**config.mk**
```make
export PLATFORM = sky130hd
export DESIGN_NAME = ps2_keyboard_receiver_flat
export DESIGN_NICKNAME = d
export VERILOG_FILES = /design/src/rtl/ps2_keyboard_receiver_if.sv /design/src/rtl/ps2_keyboard_receiver.sv /design/src/flat_wrapper.sv
export SDC_FILE = /design/constraint.sdc
export NUM_CORES = 1
export LEC_CHECK = 0
export BUFFER_PORTS_ARGS = -buffer_cell sky130_fd_sc_hd__buf_2
export CORE_ASPECT_RATIO = 1.75
export CORE_UTILIZATION = 45
export DETAILED_ROUTE_END_ITERATION = 10
export SLEW_MARGIN = 30
export SYNTH_ARGS = -nofsm -noshare
export SYNTH_HDL_FRONTEND = slang
export SYNTH_SLANG_ARGS = --single-unit
```
**constraint.sdc**
```tcl
create_clock -name Clk -period 2.4 [get_ports Clk]
set_input_delay 0.48 -clock Clk [delete_from_list [all_inputs] [get_ports Clk]]
set_output_delay 0.48 -clock Clk [all_outputs]
set_load 0.05 [all_outputs]
```
**src/rtl/ps2_keyboard_receiver_if.sv**
```systemverilog
// Keyboard-side bus for the PS/2 receiver: raw pins in, KBDR data, status and pop strobe.
// The receiver uses the slave modport; whatever drives the pins and pops uses master.
interface ps2_keyboard_receiver_if;
  logic        PS2_CLK;
  logic        PS2_DAT;
  logic        KB_Pop;
  logic [15:0] Data_ToMCU;
  logic        KB_Ready;
  logic        Frame_Err;
  logic        Overflow;

  modport master (
    output PS2_CLK, PS2_DAT, KB_Pop,
    input  Data_ToMCU, KB_Ready, Frame_Err, Overflow
  );

  modport slave (
    input  PS2_CLK, PS2_DAT, KB_Pop,
    output Data_ToMCU, KB_Ready, Frame_Err, Overflow
  );
endinterface

```
**src/rtl/ps2_keyboard_receiver.sv**
```systemverilog
// PS/2 keyboard frame receiver with a show-ahead scancode FIFO feeding KBDR.
// Pins are synchronised into Clk; a frame aborts if PS2_CLK stops falling for too long.
module ps2_keyboard_receiver #(
  parameter int FIFO_DEPTH     = 4,
  parameter int TIMEOUT_CYCLES = 50000
) (
  input  logic                     Clk,
  input  logic                     Reset,
  ps2_keyboard_receiver_if.slave   kb
);

  localparam int PTR_W  = $clog2(FIFO_DEPTH);
  localparam int CNT_W  = PTR_W + 1;
  localparam int TCNT_W = $clog2(TIMEOUT_CYCLES + 1);

  typedef enum logic [1:0] {
    ST_IDLE   = 2'd0,
    ST_DATA   = 2'd1,
    ST_PARITY = 2'd2,
    ST_STOP   = 2'd3
  } state_t;

  // Odd parity over data plus parity bit: the total count of ones must be odd.
  function automatic logic frame_parity_ok(input logic [7:0] data, input logic pbit);
    frame_parity_ok = ^{data, pbit};
  endfunction

  logic              clk_meta_r, clk_sync_r, clk_prev_r;
  logic              dat_meta_r, dat_sync_r;
  logic              fall_s, timeout_s, frame_ok_s;
  state_t            state_r, state_nxt_s;
  logic [2:0]        bitcnt_r;
  logic [7:0]        shift_r;
  logic              pbit_r;
  logic [TCNT_W-1:0] tcnt_r;
  logic              start_s, shift_en_s, pbit_en_s, push_s, err_s;
  logic              frame_err_r;
  logic [7:0]        fifo_mem_r [FIFO_DEPTH];
  logic [PTR_W-1:0]  wr_ptr_r, rd_ptr_r;
  logic [CNT_W-1:0]  count_r;
  logic              overflow_r;
  logic              fifo_full_s, fifo_empty_s, wr_en_s, rd_en_s, ovf_set_s;

  // Two-flop synchronisers on both pins plus a history flop for clock-fall detection.
  always_ff @(posedge Clk) begin
    if (Reset) begin
      clk_meta_r <= 1'b1;
      clk_sync_r <= 1'b1;
      clk_prev_r <= 1'b1;
      dat_meta_r <= 1'b1;
      dat_sync_r <= 1'b1;
    end else begin
      clk_meta_r <= kb.PS2_CLK;
      clk_sync_r <= clk_meta_r;
      clk_prev_r <= clk_sync_r;
      dat_meta_r <= kb.PS2_DAT;
      dat_sync_r <= dat_meta_r;
    end
  end

  assign fall_s     = clk_prev_r & ~clk_sync_r;
  assign frame_ok_s = dat_sync_r & frame_parity_ok(shift_r, pbit_r);
  // A clock fall in the same cycle always beats the timeout.
  assign timeout_s  = (state_r != ST_IDLE) & ~fall_s &
                      (tcnt_r == TCNT_W'(TIMEOUT_CYCLES - 1));

  // Frame FSM state register.
  always_ff @(posedge Clk) begin
    if (Reset) begin
      state_r <= ST_IDLE;
    end else begin
      state_r <= state_nxt_s;
    end
  end

  // Frame FSM next-state logic.
  always_comb begin
    state_nxt_s = state_r;
    case (state_r)
      ST_IDLE: begin
        if (fall_s && !dat_sync_r) state_nxt_s = ST_DATA;
        else                       state_nxt_s = ST_IDLE;
      end
      ST_DATA: begin
        if (fall_s)         state_nxt_s = (bitcnt_r == 3'd7) ? ST_PARITY : ST_DATA;
        else if (timeout_s) state_nxt_s = ST_IDLE;
        else                state_nxt_s = ST_DATA;
      end
      ST_PARITY: begin
        if (fall_s)         state_nxt_s = ST_STOP;
        else if (timeout_s) state_nxt_s = ST_IDLE;
        else                state_nxt_s = ST_PARITY;
      end
      ST_STOP: begin
        if (fall_s || timeout_s) state_nxt_s = ST_IDLE;
        else                     state_nxt_s = ST_STOP;
      end
      default: state_nxt_s = ST_IDLE;
    endcase
  end

  // Frame FSM outputs: datapath enables, FIFO push and error strobe.
  always_comb begin
    start_s    = 1'b0;
    shift_en_s = 1'b0;
    pbit_en_s  = 1'b0;
    push_s     = 1'b0;
    err_s      = 1'b0;
    case (state_r)
      ST_IDLE: begin
        start_s = fall_s & ~dat_sync_r;
      end
      ST_DATA: begin
        shift_en_s = fall_s;
        err_s      = timeout_s;
      end
      ST_PARITY: begin
        pbit_en_s = fall_s;
        err_s     = timeout_s;
      end
      ST_STOP: begin
        push_s = fall_s & frame_ok_s;
        err_s  = (fall_s & ~frame_ok_s) | timeout_s;
      end
      default: begin
        err_s = 1'b0;
      end
    endcase
  end

  // Serial datapath: LSB-first shift register, bit counter, parity bit, inactivity timer.
  always_ff @(posedge Clk) begin
    if (Reset) begin
      bitcnt_r <= 3'd0;
      shift_r  <= 8'h00;
      pbit_r   <= 1'b0;
      tcnt_r   <= '0;
    end else begin
      if (start_s) begin
        bitcnt_r <= 3'd0;
      end else if (shift_en_s) begin
        shift_r  <= {dat_sync_r, shift_r[7:1]};
        bitcnt_r <= bitcnt_r + 3'd1;
      end
      if (pbit_en_s) pbit_r <= dat_sync_r;
      if (fall_s || state_nxt_s == ST_IDLE) tcnt_r <= '0;
      else                                  tcnt_r <= tcnt_r + TCNT_W'(1);
    end
  end

  assign fifo_full_s  = (count_r == CNT_W'(FIFO_DEPTH));
  assign fifo_empty_s = (count_r == CNT_W'(0));
  assign rd_en_s      = kb.KB_Pop & ~fifo_empty_s;
  // A full FIFO still accepts a push when the head leaves in the same cycle.
  assign wr_en_s      = push_s & (~fifo_full_s | rd_en_s);
  assign ovf_set_s    = push_s & fifo_full_s & ~rd_en_s;

  // Scancode FIFO storage, pointers, occupancy and sticky overflow flag.
  always_ff @(posedge Clk) begin
    if (Reset) begin
      wr_ptr_r   <= '0;
      rd_ptr_r   <= '0;
      count_r    <= '0;
      overflow_r <= 1'b0;
      for (int i = 0; i < FIFO_DEPTH; i++) fifo_mem_r[i] <= 8'h00;
    end else begin
      if (wr_en_s) begin
        fifo_mem_r[wr_ptr_r] <= shift_r;
        wr_ptr_r             <= wr_ptr_r + PTR_W'(1);
      end
      if (rd_en_s) rd_ptr_r <= rd_ptr_r + PTR_W'(1);
      case ({wr_en_s, rd_en_s})
        2'b10:   count_r <= count_r + CNT_W'(1);
        2'b01:   count_r <= count_r - CNT_W'(1);
        default: count_r <= count_r;
      endcase
      if (ovf_set_s) overflow_r <= 1'b1;
    end
  end

  // Error strobe registered so it appears the cycle after detection.
  always_ff @(posedge Clk) begin
    if (Reset) frame_err_r <= 1'b0;
    else       frame_err_r <= err_s;
  end

  assign kb.Data_ToMCU = fifo_empty_s ? 16'h0000 : {8'h00, fifo_mem_r[rd_ptr_r]};
  assign kb.KB_Ready   = ~fifo_empty_s;
  assign kb.Frame_Err  = frame_err_r;
  assign kb.Overflow   = overflow_r;

endmodule

```
**src/flat_wrapper.sv**
```systemverilog
// flat-port wrapper written by rule: the top's interface ports become plain ports
module ps2_keyboard_receiver_flat 
#(
  parameter int FIFO_DEPTH     = 4,
  parameter int TIMEOUT_CYCLES = 50000
)
  (Clk, Reset, kb_PS2_CLK, kb_PS2_DAT, kb_KB_Pop, kb_Data_ToMCU, kb_KB_Ready, kb_Frame_Err, kb_Overflow);
  ps2_keyboard_receiver_if kb_i ();
  input  logic Clk;
  input  logic Reset;
  input wire logic [$bits(kb_i.PS2_CLK)-1:0] kb_PS2_CLK;
  input wire logic [$bits(kb_i.PS2_DAT)-1:0] kb_PS2_DAT;
  input wire logic [$bits(kb_i.KB_Pop)-1:0] kb_KB_Pop;
  output wire logic [$bits(kb_i.Data_ToMCU)-1:0] kb_Data_ToMCU;
  output wire logic [$bits(kb_i.KB_Ready)-1:0] kb_KB_Ready;
  output wire logic [$bits(kb_i.Frame_Err)-1:0] kb_Frame_Err;
  output wire logic [$bits(kb_i.Overflow)-1:0] kb_Overflow;
  assign kb_i.PS2_CLK = kb_PS2_CLK;
  assign kb_i.PS2_DAT = kb_PS2_DAT;
  assign kb_i.KB_Pop = kb_KB_Pop;
  assign kb_Data_ToMCU = kb_i.Data_ToMCU;
  assign kb_KB_Ready = kb_i.KB_Ready;
  assign kb_Frame_Err = kb_i.Frame_Err;
  assign kb_Overflow = kb_i.Overflow;
  ps2_keyboard_receiver #(.FIFO_DEPTH(FIFO_DEPTH), .TIMEOUT_CYCLES(TIMEOUT_CYCLES)) u_core (.Clk(Clk), .Reset(Reset), .kb(kb_i));
endmodule
```
* Word level (Yosys, flattened, before mapping)
Memory sizes are Yosys's and may differ from the RTL's. A register that Yosys moved wholly into a read port is not among the register bits.
Index checks and enable logic that the tools add are counted.
** Word-level totals
- Bits in registers :: 44
- Bits in latches :: 0
- Bits in writable memories :: 32
- Memory bits (read-only) :: 0
- Input bits :: 5
- Output and inout port bits :: 19
- Word-level logic and storage cells :: 91
- Memories :: 1
** Cells by class
- Add/subtract/negate cells :: 6
- Multipliers :: 0
- Divide/modulo/power cells :: 0
- Order comparisons :: 0
- Eq/ne operators :: 8
- Shift-type cells :: 0
- Mux-type cells :: 25
- Bitwise logic cells :: 21
- Reduce and logical (&&, ||, !) cells :: 15
** Memory list
- u_core.fifo_mem_r :: words 4, width 8, read ports 1, clocked after memory_dff 1, write ports 4, line ps2_keyboard_receiver.sv:38 : logic [7:0] fifo_mem_r [FIFO_DEPTH];
** Operator list (count)
- $add 16x1->16 const B :: 1
- $eq 16x16->1 const B :: 1
- $mux 2 :: 8
- $mux 8 :: 2
- $mux 1 :: 12
- $and 1x1->1 :: 11
- $reduce_xor 9->1 :: 1
- $not 1->1 :: 8
- $pmux 2 s4 :: 1
- $reduce_or 8->1 :: 1
- $add 3x1->3 const B :: 2
- $eq 2x2->1 const B :: 3
- $eq 3x3->1 const B :: 2
- $pmux 3 s2 :: 1
- $reduce_or 2->1 :: 3
- $add 2x1->2 const B :: 2
- $eq 2x1->1 const B :: 2
- $logic_not 2->1 :: 2
- $reduce_bool 2->1 :: 2
- $logic_not 3->1 :: 1
- $sub 3x1->3 const B :: 1
- $logic_or 1x1->1 :: 2
- $or 1x1->1 :: 2
- $pmux 1 s2 :: 1
- other kinds (3) :: 3

* Depth between registers and ports, before layout
Gate-level depths: netlist of run 1.
- Depth after elaboration :: 11
- Gate-level depth with buffers :: 10
- Gate-level depth less buffers :: 10

* Worst setup path after synthesis of run 1
OpenSTA, ideal clock, no wires.
- Path kind :: flip-flop to flip-flop
- Start point :: register u_core.shift_r[2]
- End point :: register u_core.count_r[2]
- Library setup time :: 0.121 ns
- Arrival :: 2.397 ns
- Data required time :: 2.279 ns
- Path slack :: -0.117 ns
- Cell stages (with the launch flop) :: 9
- Path buffers :: 0
- Period minus slack after synthesis :: 2.517 ns
- Cells stage by stage :: dfxtp_1 > xor2_1 > xnor3_2 > mux2_4 > nand2_1 > fa_1 > and3_1 > mux2i_1 > mux2_2
** On the way
- Longest elaborated chain between the ends :: 7
- Elaborated cells between the ends (all ways) :: 9
- Those cells by class :: eq/ne (2); mux (2); bitwise (3); reduce/logical (2)
** RTL lines
- from (decl) :: line ps2_keyboard_receiver.sv:33 : logic [7:0] shift_r;
- from (signal assigned) :: line ps2_keyboard_receiver.sv:142 : shift_r <= {dat_sync_r, shift_r[7:1]};
- $reduce_xor 9->1 * :: line ps2_keyboard_receiver.sv:25 : frame_parity_ok = ^{data, pbit};
- $and 1x1->1 * :: line ps2_keyboard_receiver.sv:62 : assign frame_ok_s = dat_sync_r & frame_parity_ok(shift_r, pbit_r);
- $and 1x1->1 * :: line ps2_keyboard_receiver.sv:122 : push_s = fall_s & frame_ok_s;
- $mux 1 * :: line ps2_keyboard_receiver.sv:109 : case (state_r)
- $and 1x1->1 * :: line ps2_keyboard_receiver.sv:155 : assign wr_en_s = push_s & (~fifo_full_s | rd_en_s);
- $eq 2x1->1 / $eq 2x2->1 (equally long branches) :: line ps2_keyboard_receiver.sv:172 : case ({wr_en_s, rd_en_s})
- $pmux 3 s2 / $reduce_bool 2->1 (equally long branches)
- to (signal assigned) :: line ps2_keyboard_receiver.sv:173 : 2'b10: count_r <= count_r + CNT_W'(1);
- to (signal assigned) :: line ps2_keyboard_receiver.sv:174 : 2'b01: count_r <= count_r - CNT_W'(1);
- to (signal assigned) :: line ps2_keyboard_receiver.sv:175 : default: count_r <= count_r;
- to (decl) :: line ps2_keyboard_receiver.sv:40 : logic [CNT_W-1:0] count_r;
Mark *: on every way between the ends. The rest lies on a longest branch, timed or not.
A chain may end at the register's enable or synchronous reset.

* Worst setup path in the final report of run 1
- Start point :: register u_core.shift_r[7]
- End point :: register u_core.count_r[1]
The elaborated chain is that of the path after synthesis.

==> results.json, run 1 <==
{
  "critPathRequiredTime_ns": 2.67,
  "n_antenna_cell": 0,
  "hp-class": "in -> reg",
  "io_buffers": 15,
  "final_cell_mix": "41 x and2_1, 40 x dfxtp_1, 32 x edfxtp_1",
  "hold_viol": 0,
  "timing.hold.ws_ns": 0.335,
  "maxSlewViolCount": 0,
  "finalCritPeriodShare": 0.978,
  "power_density_nw_per_um2": 632,
  "avgSynthCellArea_um2": 11.0,
  "dieArea_um2": 8740,
  "gr-total-overflow": 0,
  "rsz0062_at_grt": "no",
  "fin_cells": 478,
  "ys_seq_area_frac": 0.500,
  "worstRegToRegCells": 9,
  "final.setup.tns_ns": 0,
  "drt-initial-drc-count": 93,
  "crit_path_top_delay_cell": "fa_2",
  "synth_xor_xnor_area_share": 0.0616,
  "drive_gt1_frac": 0.260,
  "layout.nets": 396,
  "leakage_nw": 1.64,
  "clock-root-buffer": "clkbuf_16",
  "core_area_um2": 8020,
  "pwr-share-clk": 0.465,
  "drt_pass1_iterations": 9,
  "drt_drc_violations_left": 2,
  "start_kind": "flip-flop",
  "num_io_pins": 24,
  "rr_startpoint": "u_core.shift_r[7]",
  "cts.clk_slew.worst_paths_ns": 0.06,
  "hpwl_mm": 5.98,
  "violations": "DRC",
  "tightest_slew_ns": 0.704,
  "grt_usage": 0.196,
  "route.vias.total": 2498,
  "finalCriticalPeriod_ns": 2.35,
  "htree_levels": 3,
  "p_int_w": 0.00222,
  "grt_pass1_vias": 2512,
  "rrSetupSlack_ns": 0.05,
  "yosys.area_share.simple": 0.210,
  "ys_ff_latch": 78,
  "synth_edf_count": 32,
  "antenna_found_initial": 0,
  "path_max_fanout": 3,
  "slew_headroom": 0.524,
  "min_to": "u_core.clk_meta_r",
  "fin_skew_ns": 0.00713,
  "synth.largest_area_cell": "edfxtp_1",
  "setup_violations": 0,
  "worst-path-buf-inv": 0,
  "synthTopCellsByArea": "edfxtp_1 26%, dfxtp_1 24%, and2_1 6.8%",
  "area_growth_pct": 18.4,
  "path_class": "reg -> reg",
  "ys_async_sr_fraction": 0,
  "holdPathStages": 2,
  "start_util": 0.469,
  "rows": 43,
  "cts_made_buffers": 9,
  "synth_mux_area_frac": 0.0882,
  "status": "finished, violations left",
  "r2r-end": "u_core.count_r[1]",
  "die_h_um": 123,
  "synth_top_area_frac": 0.256,
  "ant_nets": 0,
  "layout_commonest_cell": "and2_1",
  "clock_latency_ns": 0.33,
  "synth_cell_types": 45,
  "synth-compound-area-share": 0.0676,
  "synthAdderAreaFrac": 0.0286,
  "cts_tree": "done",
  "critPathCaptureType": "flip-flop",
  "wl_per_cell_um": 16.2,
  "cp_cell_sequence": "xor3_1, or3_1, mux2_4, nand2_2, fa_2, nor2_2, nand2_1, mux2i_1, a311o_1",
  "ys.flop_type": "dfxtp_1",
  "grt_pass1_wl_mm": 12.4,
  "postSynthCellCount": 341,
  "critPathMaxStageDelay_ns": 0.43,
  "synth_warnings": 0,
  "p_sw_w": 0.000593,
  "grt_max_degree": 23,
  "die_w_um": 71.1,
  "clock_sinks": 78,
  "synth_top_family_by_area": "simple AND/OR/NAND/NOR gates",
  "vias_per_cell": 5.23,
  "min_from": "kb_PS2_CLK",
  "synth_area_um2": 3760,
  "pwr-share-seq": 0.502,
  "wirelength_mm": 7.76,
  "dp.cells": 460,
  "worstPathArrival_ns": 2.62,
  "switching_share": 0.211,
  "total_power_w": 0.00282,
  "peakVddDrop_uv": 397,
  "place_congestion": 0.800,
  "drv_cap": 0,
  "cts_max_path_buffers": 2,
  "combPwrFrac": 0.033,
  "fmax_ghz": 0.426,
  "worst_path_dominant_cell_family": "simple AND/OR/NAND/NOR gates"
}
power by group through the flow:
| stage | clock network, W | logic, W | registers, W |
|---|---|---|---|
| final | 0.00131 | 0.0000934 | 0.00141 |
| after global routing | 0.00140 | 0.000101 | 0.00141 |
| after CTS | 0.00134 | 0.0000935 | 0.00141 |
| after detailed placement | 0 | 0.0000931 | 0.00144 |
| after global placement | 0 | 0.0000918 | 0.00144 |
| after floorplan | 0 | 0.0000830 | 0.00143 |
how the worst max path moves through the flow:
stage,slack (ns),cells past startpoint,endpoint,from
2_1_floorplan,-0.04,8,u_core.count_r[2],u_core.shift_r[3]
3_3_place_gp,0.007,6,u_core.fifo_mem_r[3][3],u_core.shift_r[0]
3_5_place_dp,-0.05,6,u_core.fifo_mem_r[3][7],u_core.shift_r[0]
4_1_cts,0.01,8,u_core.count_r[2],u_core.shift_r[3]
5_1_grt,0.0006,9,u_core.count_r[1],u_core.shift_r[7]
6_report,0.05,9,u_core.count_r[1],u_core.shift_r[7]
flip-flops by register name, summed over array words and instances (netlist names), named ones only:
name                 count
u_core.bitcnt_r          3
u_core.clk_meta_r        1
u_core.clk_prev_r        1
u_core.clk_sync_r        1
u_core.count_r           3
u_core.dat_meta_r        1
u_core.dat_sync_r        1
u_core.fifo_mem_r       32
u_core.kb.Frame_Err      1
u_core.kb.Overflow       1
u_core.pbit_r            1
u_core.rd_ptr_r          2
u_core.shift_r           8
u_core.state_r           2
u_core.tcnt_r           16
u_core.wr_ptr_r          2
per-layer routing:
layer	up-vias	track usage	part of all wire
met5	-	0	0
met3	20	0.0456	0.021
met1	1172	0.161	0.33
met4	0	0.139	0.055
met2	35	0.395	0.59
li1	1271	-	-
final cells by class:
class                   count  area (um2)
inverters                  10        37.5
flip-flops and latches     78        1890
fillers                   717        3560
clock inverters             7        65.1
repair buffers             48         348
clock buffers               9         225
multi-input cells         236        1770
well taps                  90         113
cell families after synthesis:
group,Yosys count
compound gates,37
xor+xnor,23
fa+ha+maj,8
buf+inv,34
flops,78
mux,22
other cells,1
simple gates,138
cell usage after synthesis (3+ instances only):
| cell | n |
|---|---|
| a211oi_1 | 18 |
| a21oi_1 | 8 |
| and2_1 | 41 |
| buf_4 | 8 |
| clkbuf_1 | 14 |
| dfxtp_1 | 46 |
| edfxtp_1 | 32 |
| ha_1 | 7 |
| inv_1 | 10 |
| mux2i_1 | 10 |
| mux4_2 | 8 |
| nand2_1 | 17 |
| nand3_1 | 11 |
| nand4_1 | 4 |
| nor2_1 | 29 |
| nor2b_1 | 3 |
| nor3_1 | 4 |
| nor4_1 | 4 |
| o21ai_0 | 3 |
| or2_2 | 8 |
| or3_1 | 6 |
| xnor2_1 | 14 |
| xor2_1 | 7 |
stage by stage:
stage	area (um2)	worst slack (ns)	utilization
2_1_floorplan	3790	-0.0391	-
3_3_place_gp	4120	0.00713	0.514
3_5_place_dp	4120	-0.0483	0.514
4_1_cts	4420	0.0149	0.551
5_1_grt	4450	0.000559	0.555
6_report	4450	0.0529	0.555
repair_timing:
item / in CTS / in global routing
hold buffers: 0 / 0
resized for setup: 2 / 7
pin swaps: 3 / 6
gates cloned: 0 / 0
buffers inserted: 1 / 1
endpoints found under the setup margin: 17 / 5
(Power assumes the default switching activity.)
==> inputs of run 2 (changes only) <==
==> constraint.sdc (replaced) <==
create_clock -name Clk -period 2.4 [get_ports Clk]
set_input_delay 0.72 -clock Clk [delete_from_list [all_inputs] [get_ports Clk]]
set_output_delay 0.72 -clock Clk [all_outputs]
set_load 0.05 [all_outputs]
==> results.json, run 2 (synthesis gave the netlist of run 1 again) <==
{
  "status": "finished, violations left",
  "violations": "DRC",
  "hpwl_mm": 5.77,
  "timing.hold.ws_ns": 0.408,
  "start_kind": "flip-flop",
  "worst-path-buf-inv": 0,
  "die_h_um": 123,
  "path_class": "reg -> reg",
  "start_util": 0.469,
  "critPathCaptureType": "flip-flop",
  "ant_nets": 0,
  "drt-initial-drc-count": 163,
  "final_cell_mix": "40 x and2_1, 40 x dfxtp_1, 32 x buf_4, 32 x edfxtp_1, 28 x nor2_1",
  "dieArea_um2": 8740,
  "cts.clk_slew.worst_paths_ns": 0.06,
  "cts_max_path_buffers": 2,
  "power_density_nw_per_um2": 602,
  "wirelength_mm": 7.66,
  "drt_drc_violations_left": 2,
  "clock_sinks": 78,
  "grt_pass1_vias": 2511,
  "drive_gt1_frac": 0.264,
  "core_area_um2": 8020,
  "io_buffers": 15,
  "final.setup.tns_ns": 0,
  "slew_headroom": 0.617,
  "clock_latency_ns": 0.33,
  "reg_top3": "u_core.fifo_mem_r (32), u_core.tcnt_r (16), u_core.shift_r (8)",
  "cts_made_buffers": 9,
  "hold_buffers": 0,
  "worstPathArrival_ns": 2.61,
  "place_congestion": 0.773,
  "grt_usage": 0.196,
  "rows": 43,
  "peakVddDrop_uv": 415,
  "htree_levels": 3,
  "die_w_um": 71.1,
  "fin_util": 0.562,
  "gr-total-overflow": 0,
  "clock-root-buffer": "clkbuf_16",
  "cp_cell_sequence": "xnor2_1, xnor3_2, mux2_4, nand2_2, fa_1, and3_1, mux2i_1, mux2_2",
  "maxSlewViolCount": 0,
  "hold_viol": 0,
  "setup_violations": 0,
  "num_io_pins": 24,
  "largest-register": "u_core.fifo_mem_r",
  "grt_pass1_wl_mm": 12.4,
  "grt_max_degree": 38,
  "vias_per_cell": 5.24,
  "cts_tree": "done",
  "leakage_nw": 1.64,
  "critPathRequiredTime_ns": 2.62,
  "drv_cap": 0,
  "critPathMaxStageDelay_ns": 0.47,
  "path_max_fanout": 4,
  "finalCritPeriodShare": 0.996,
  "antenna_found_initial": 0,
  "hp-class": "reg -> reg",
  "finalCriticalPeriod_ns": 2.39,
  "wl_per_cell_um": 16.0,
  "fin_skew_ns": 0.00499,
  "n_antenna_cell": 0,
  "fmax_ghz": 0.418,
  "tightest_slew_ns": 0.574,
  "route.vias.total": 2515,
  "largest_register_ffs": 32,
  "area_growth_pct": 19.8,
  "fin_area_um2": 4500,
  "rsz0062_at_grt": "yes",
  "worst_path_dominant_cell_family": "multiplexers",
  "drt_pass1_iterations": 9,
  "crit_path_top_delay_cell": "xnor3_2",
  "detailed_place.area_um2": 4110,
  "layout.nets": 398
}
==> run 2: metrics by stage <==
| step | cells | total power, W | worst slack, ns |
|---|---|---|---|
| 2_1_floorplan | 348 | 0.00152 | -0.0391 |
| 3_5_place_dp | 459 | 0.00153 | -0.0582 |
| 6_report | 480 | 0.00271 | 0.00951 |
| 3_3_place_gp | 459 | 0.00153 | -0.0156 |
| 5_1_grt | 480 | 0.00280 | -0.0807 |
| 4_1_cts | 476 | 0.00274 | 0.00118 |
==> run 2: cell type report <==
class | count | area [um2]
Tap cell | 90 | 113
Clock inverter | 7 | 41.3
Inverter | 10 | 37.5
Sequential cell | 78 | 1890
Clock buffer | 9 | 225
Fill cell | 720 | 3510
Multi-Input combinational cell | 236 | 1780
Timing Repair Buffer | 50 | 420
==> run 2: timing repair <==
action                                  in CTS  in global routing
endpoints found under the setup margin      41                 42
gates resized for setup                     19                  9
cloned                                       0                  0
endpoints found under the hold margin        0                  0
pin swaps                                    2                  4
buffers inserted                             1                  4
==> run 2: final timing paths <==
check | startpoint | end | slack [ns] | cells past startpoint
worst max-delay path | u_core.shift_r[3] | u_core.count_r[2] | 0.01 | 8
worst min-delay path | u_core.clk_meta_r | u_core.clk_sync_r | 0.41 | 1
worst max register to register | u_core.shift_r[3] | u_core.count_r[2] | 0.01 | 8
worst min register to register | u_core.clk_meta_r | u_core.clk_sync_r | 0.41 | 1
==> run 2: power breakdown <==
part,internal (W),switching (W)
sequential,0.00140,0.0000114
combinational,0.0000266,0.0000680
clock,0.000689,0.000516
==> run 2: layer usage <==
layer,vias up,track usage,part of all wire
li1,1272,-,-
met1,1185,0.178,0.35
met2,39,0.392,0.59
met3,19,0.0302,0.020
met4,0,0.124,0.040
met5,-,0,0
==> inputs of run 3 (changes only) <==
--- a/config.mk
+++ b/config.mk
@@ -9,6 +9,8 @@
 export CORE_ASPECT_RATIO = 1.75
 export CORE_UTILIZATION = 45
 export DETAILED_ROUTE_END_ITERATION = 10
+export GPL_TIMING_DRIVEN = 0
+export MAX_ROUTING_LAYER = met4
 export SLEW_MARGIN = 30
 export SYNTH_ARGS = -nofsm -noshare
 export SYNTH_HDL_FRONTEND = slang
==> results.json, run 3 (synthesis gave the netlist of run 1 again) <==
{
  "final.setup.tns_ns": -0.504,
  "p_int_w": 0.00212,
  "vias_per_cell": 5.38,
  "core_area_um2": 8020,
  "fin_ws_ns": -0.0905,
  "fmax_ghz": 0.402,
  "pwr-share-clk": 0.446,
  "holdPathStages": 1,
  "die_h_um": 123,
  "grt_pass1_wl_mm": 12.1,
  "min_to": "u_core.clk_sync_r",
  "largest_register_ffs": 32,
  "timing.hold.ws_ns": 0.406,
  "place_congestion": 0.855,
  "dieArea_um2": 8740,
  "start_util": 0.469,
  "drt_pass1_iterations": 6,
  "switching_share": 0.223,
  "leakage_nw": 1.61,
  "p_sw_w": 0.000607,
  "status": "finished, violations left",
  "fin_cells": 476,
  "drt-initial-drc-count": 119,
  "cts_tree": "done",
  "fin_util": 0.556,
  "hpwl_mm": 5.26,
  "layout_commonest_cell": "and2_1",
  "slew_headroom": 0.563,
  "worstPathArrival_ns": 2.77,
  "clock_sinks": 78,
  "combPwrFrac": 0.039,
  "num_io_pins": 24,
  "finalCriticalPeriod_ns": 2.49,
  "wirelength_mm": 7.34,
  "route.vias.total": 2561,
  "rows": 43,
  "cts_made_buffers": 9,
  "grt_pass1_vias": 2518,
  "power_density_nw_per_um2": 612,
  "rsz0062_at_grt": "yes",
  "peakVddDrop_uv": 473,
  "violations": "setup timing",
  "cts_max_path_buffers": 2,
  "io_buffers": 15,
  "rrSetupSlack_ns": -0.09,
  "critPathRequiredTime_ns": 2.68,
  "start_kind": "flip-flop",
  "path_max_fanout": 4,
  "ant_nets": 0,
  "grt_usage": 0.194,
  "worstRegToRegCells": 9,
  "n_antenna_cell": 0,
  "grt_max_degree": 14,
  "drive_gt1_frac": 0.256,
  "rr_startpoint": "u_core.shift_r[7]",
  "r2r-end": "u_core.count_r[1]",
  "maxSlewViolCount": 0,
  "setup_violations": 18,
  "wl_per_cell_um": 15.4,
  "drv_cap": 0,
  "clock_latency_ns": 0.34,
  "pwr-share-seq": 0.514,
  "die_w_um": 71.1,
  "finalCritPeriodShare": 1.04,
  "antenna_found_initial": 0,
  "fin_skew_ns": 0.00529,
  "largest-register": "u_core.fifo_mem_r",
  "reg_top3": "u_core.fifo_mem_r (32), u_core.tcnt_r (16), u_core.shift_r (8)",
  "hold_buffers": 0,
  "layout.nets": 394,
  "clock-root-buffer": "clkbuf_16",
  "path_class": "reg -> reg",
  "tightest_slew_ns": 0.654,
  "dp.cells": 453,
  "area_growth_pct": 18.5,
  "hp-class": "reg -> reg",
  "cts.clk_slew.worst_paths_ns": 0.06,
  "htree_levels": 3,
  "drt_drc_violations_left": 0,
  "hold_viol": 0,
  "min_from": "u_core.clk_meta_r",
  "final_cell_mix": "39 x and2_1, 37 x dfxtp_1, 32 x edfxtp_1",
  "gr-total-overflow": 0,
  "critPathCaptureType": "flip-flop"
}
==> run 3: changes by cell type in the layout (fill, tap and decap cells not counted), moves of 2 or more <==
| cell | before | now |
|---|---|---|
| clkbuf_1 | 0 | 9 |
| dfxtp_4 | 0 | 4 |
| clkbuf_4 | 0 | 3 |
| buf_12 | 2 | 0 |
| dfxtp_1 | 40 | 37 |
| buf_4 | 32 | 18 |
==> run 3: worst max path at each step <==
stage / startpoint / end / slack, ns / depth (start not counted)
after floorplan: u_core.shift_r[3] / u_core.count_r[2] / -0.04 / 8
after global placement: kb_KB_Pop / u_core.fifo_mem_r[0][3] / -0.57 / 5
after detailed placement: u_core.state_r[0] / u_core.tcnt_r[7] / -0.44 / 10
after CTS: u_core.shift_r[7] / u_core.count_r[1] / -0.08 / 9
after global routing: u_core.shift_r[7] / u_core.count_r[1] / -0.15 / 9
final: u_core.shift_r[7] / u_core.count_r[1] / -0.09 / 9
==> run 3: what timing repair did <==
item                                    CTS  global route
buffers inserted                         11             0
pin swaps                                 9             2
gates resized for setup                  28            27
endpoints found under the setup margin   88            54
==> run 3: power by group through the flow <==
stage	Combinational (W)	Clock [W]	Sequential, W
CTS	0.000106	0.00123	0.00140
finish	0.000107	0.00122	0.00140
global placement	0.000103	0	0.00143
floorplan	0.0000830	0	0.00143
detailed placement	0.000104	0	0.00144
global route	0.000114	0.00130	0.00140
==> run 3: per-stage QoR <==
stage / worst slack (ns) / cell area, um2 / power (W)
after floorplan: -0.0391 / 3790 / 0.00152
after global placement: -0.566 / 3980 / 0.00154
after detailed placement: -0.438 / 3990 / 0.00154
after CTS: -0.0792 / 4400 / 0.00274
after global routing: -0.146 / 4450 / 0.00282
final: -0.0905 / 4450 / 0.00273
==> run 3: layout make-up <==
class                      instances  area (um2)
buffer                            20         116
multi-input combinational        236        1800
sequential                        78        1900
timing repair buffer              26         215
clock buffer                       9         225
fill                             723        3560
inverter                          10        37.5
clock inverter                     7        41.3
tap                               90         113
==> run 3: worst max-delay path: stages, from the launching register on <==
cell,delay [ns]
dfxtp_4,0.34
xor3_1,0.45
or3_4,0.35
mux2_4,0.32
nand2_2,0.07
fa_2,0.43
nor2_2,0.14
nand2_1,0.06
mux2i_1,0.13
a311o_1,0.13
==> run 3: metal layers <==
layer	vias to the layer above	share of wire	wire, um	global-route usage
met5	-	0	0	-
met4	0	0.033	241	0.109
met3	18	0.033	241	0.0554
met2	50	0.57	4200	0.359
met1	1223	0.36	2650	0.174
li1	1270	-	-	-
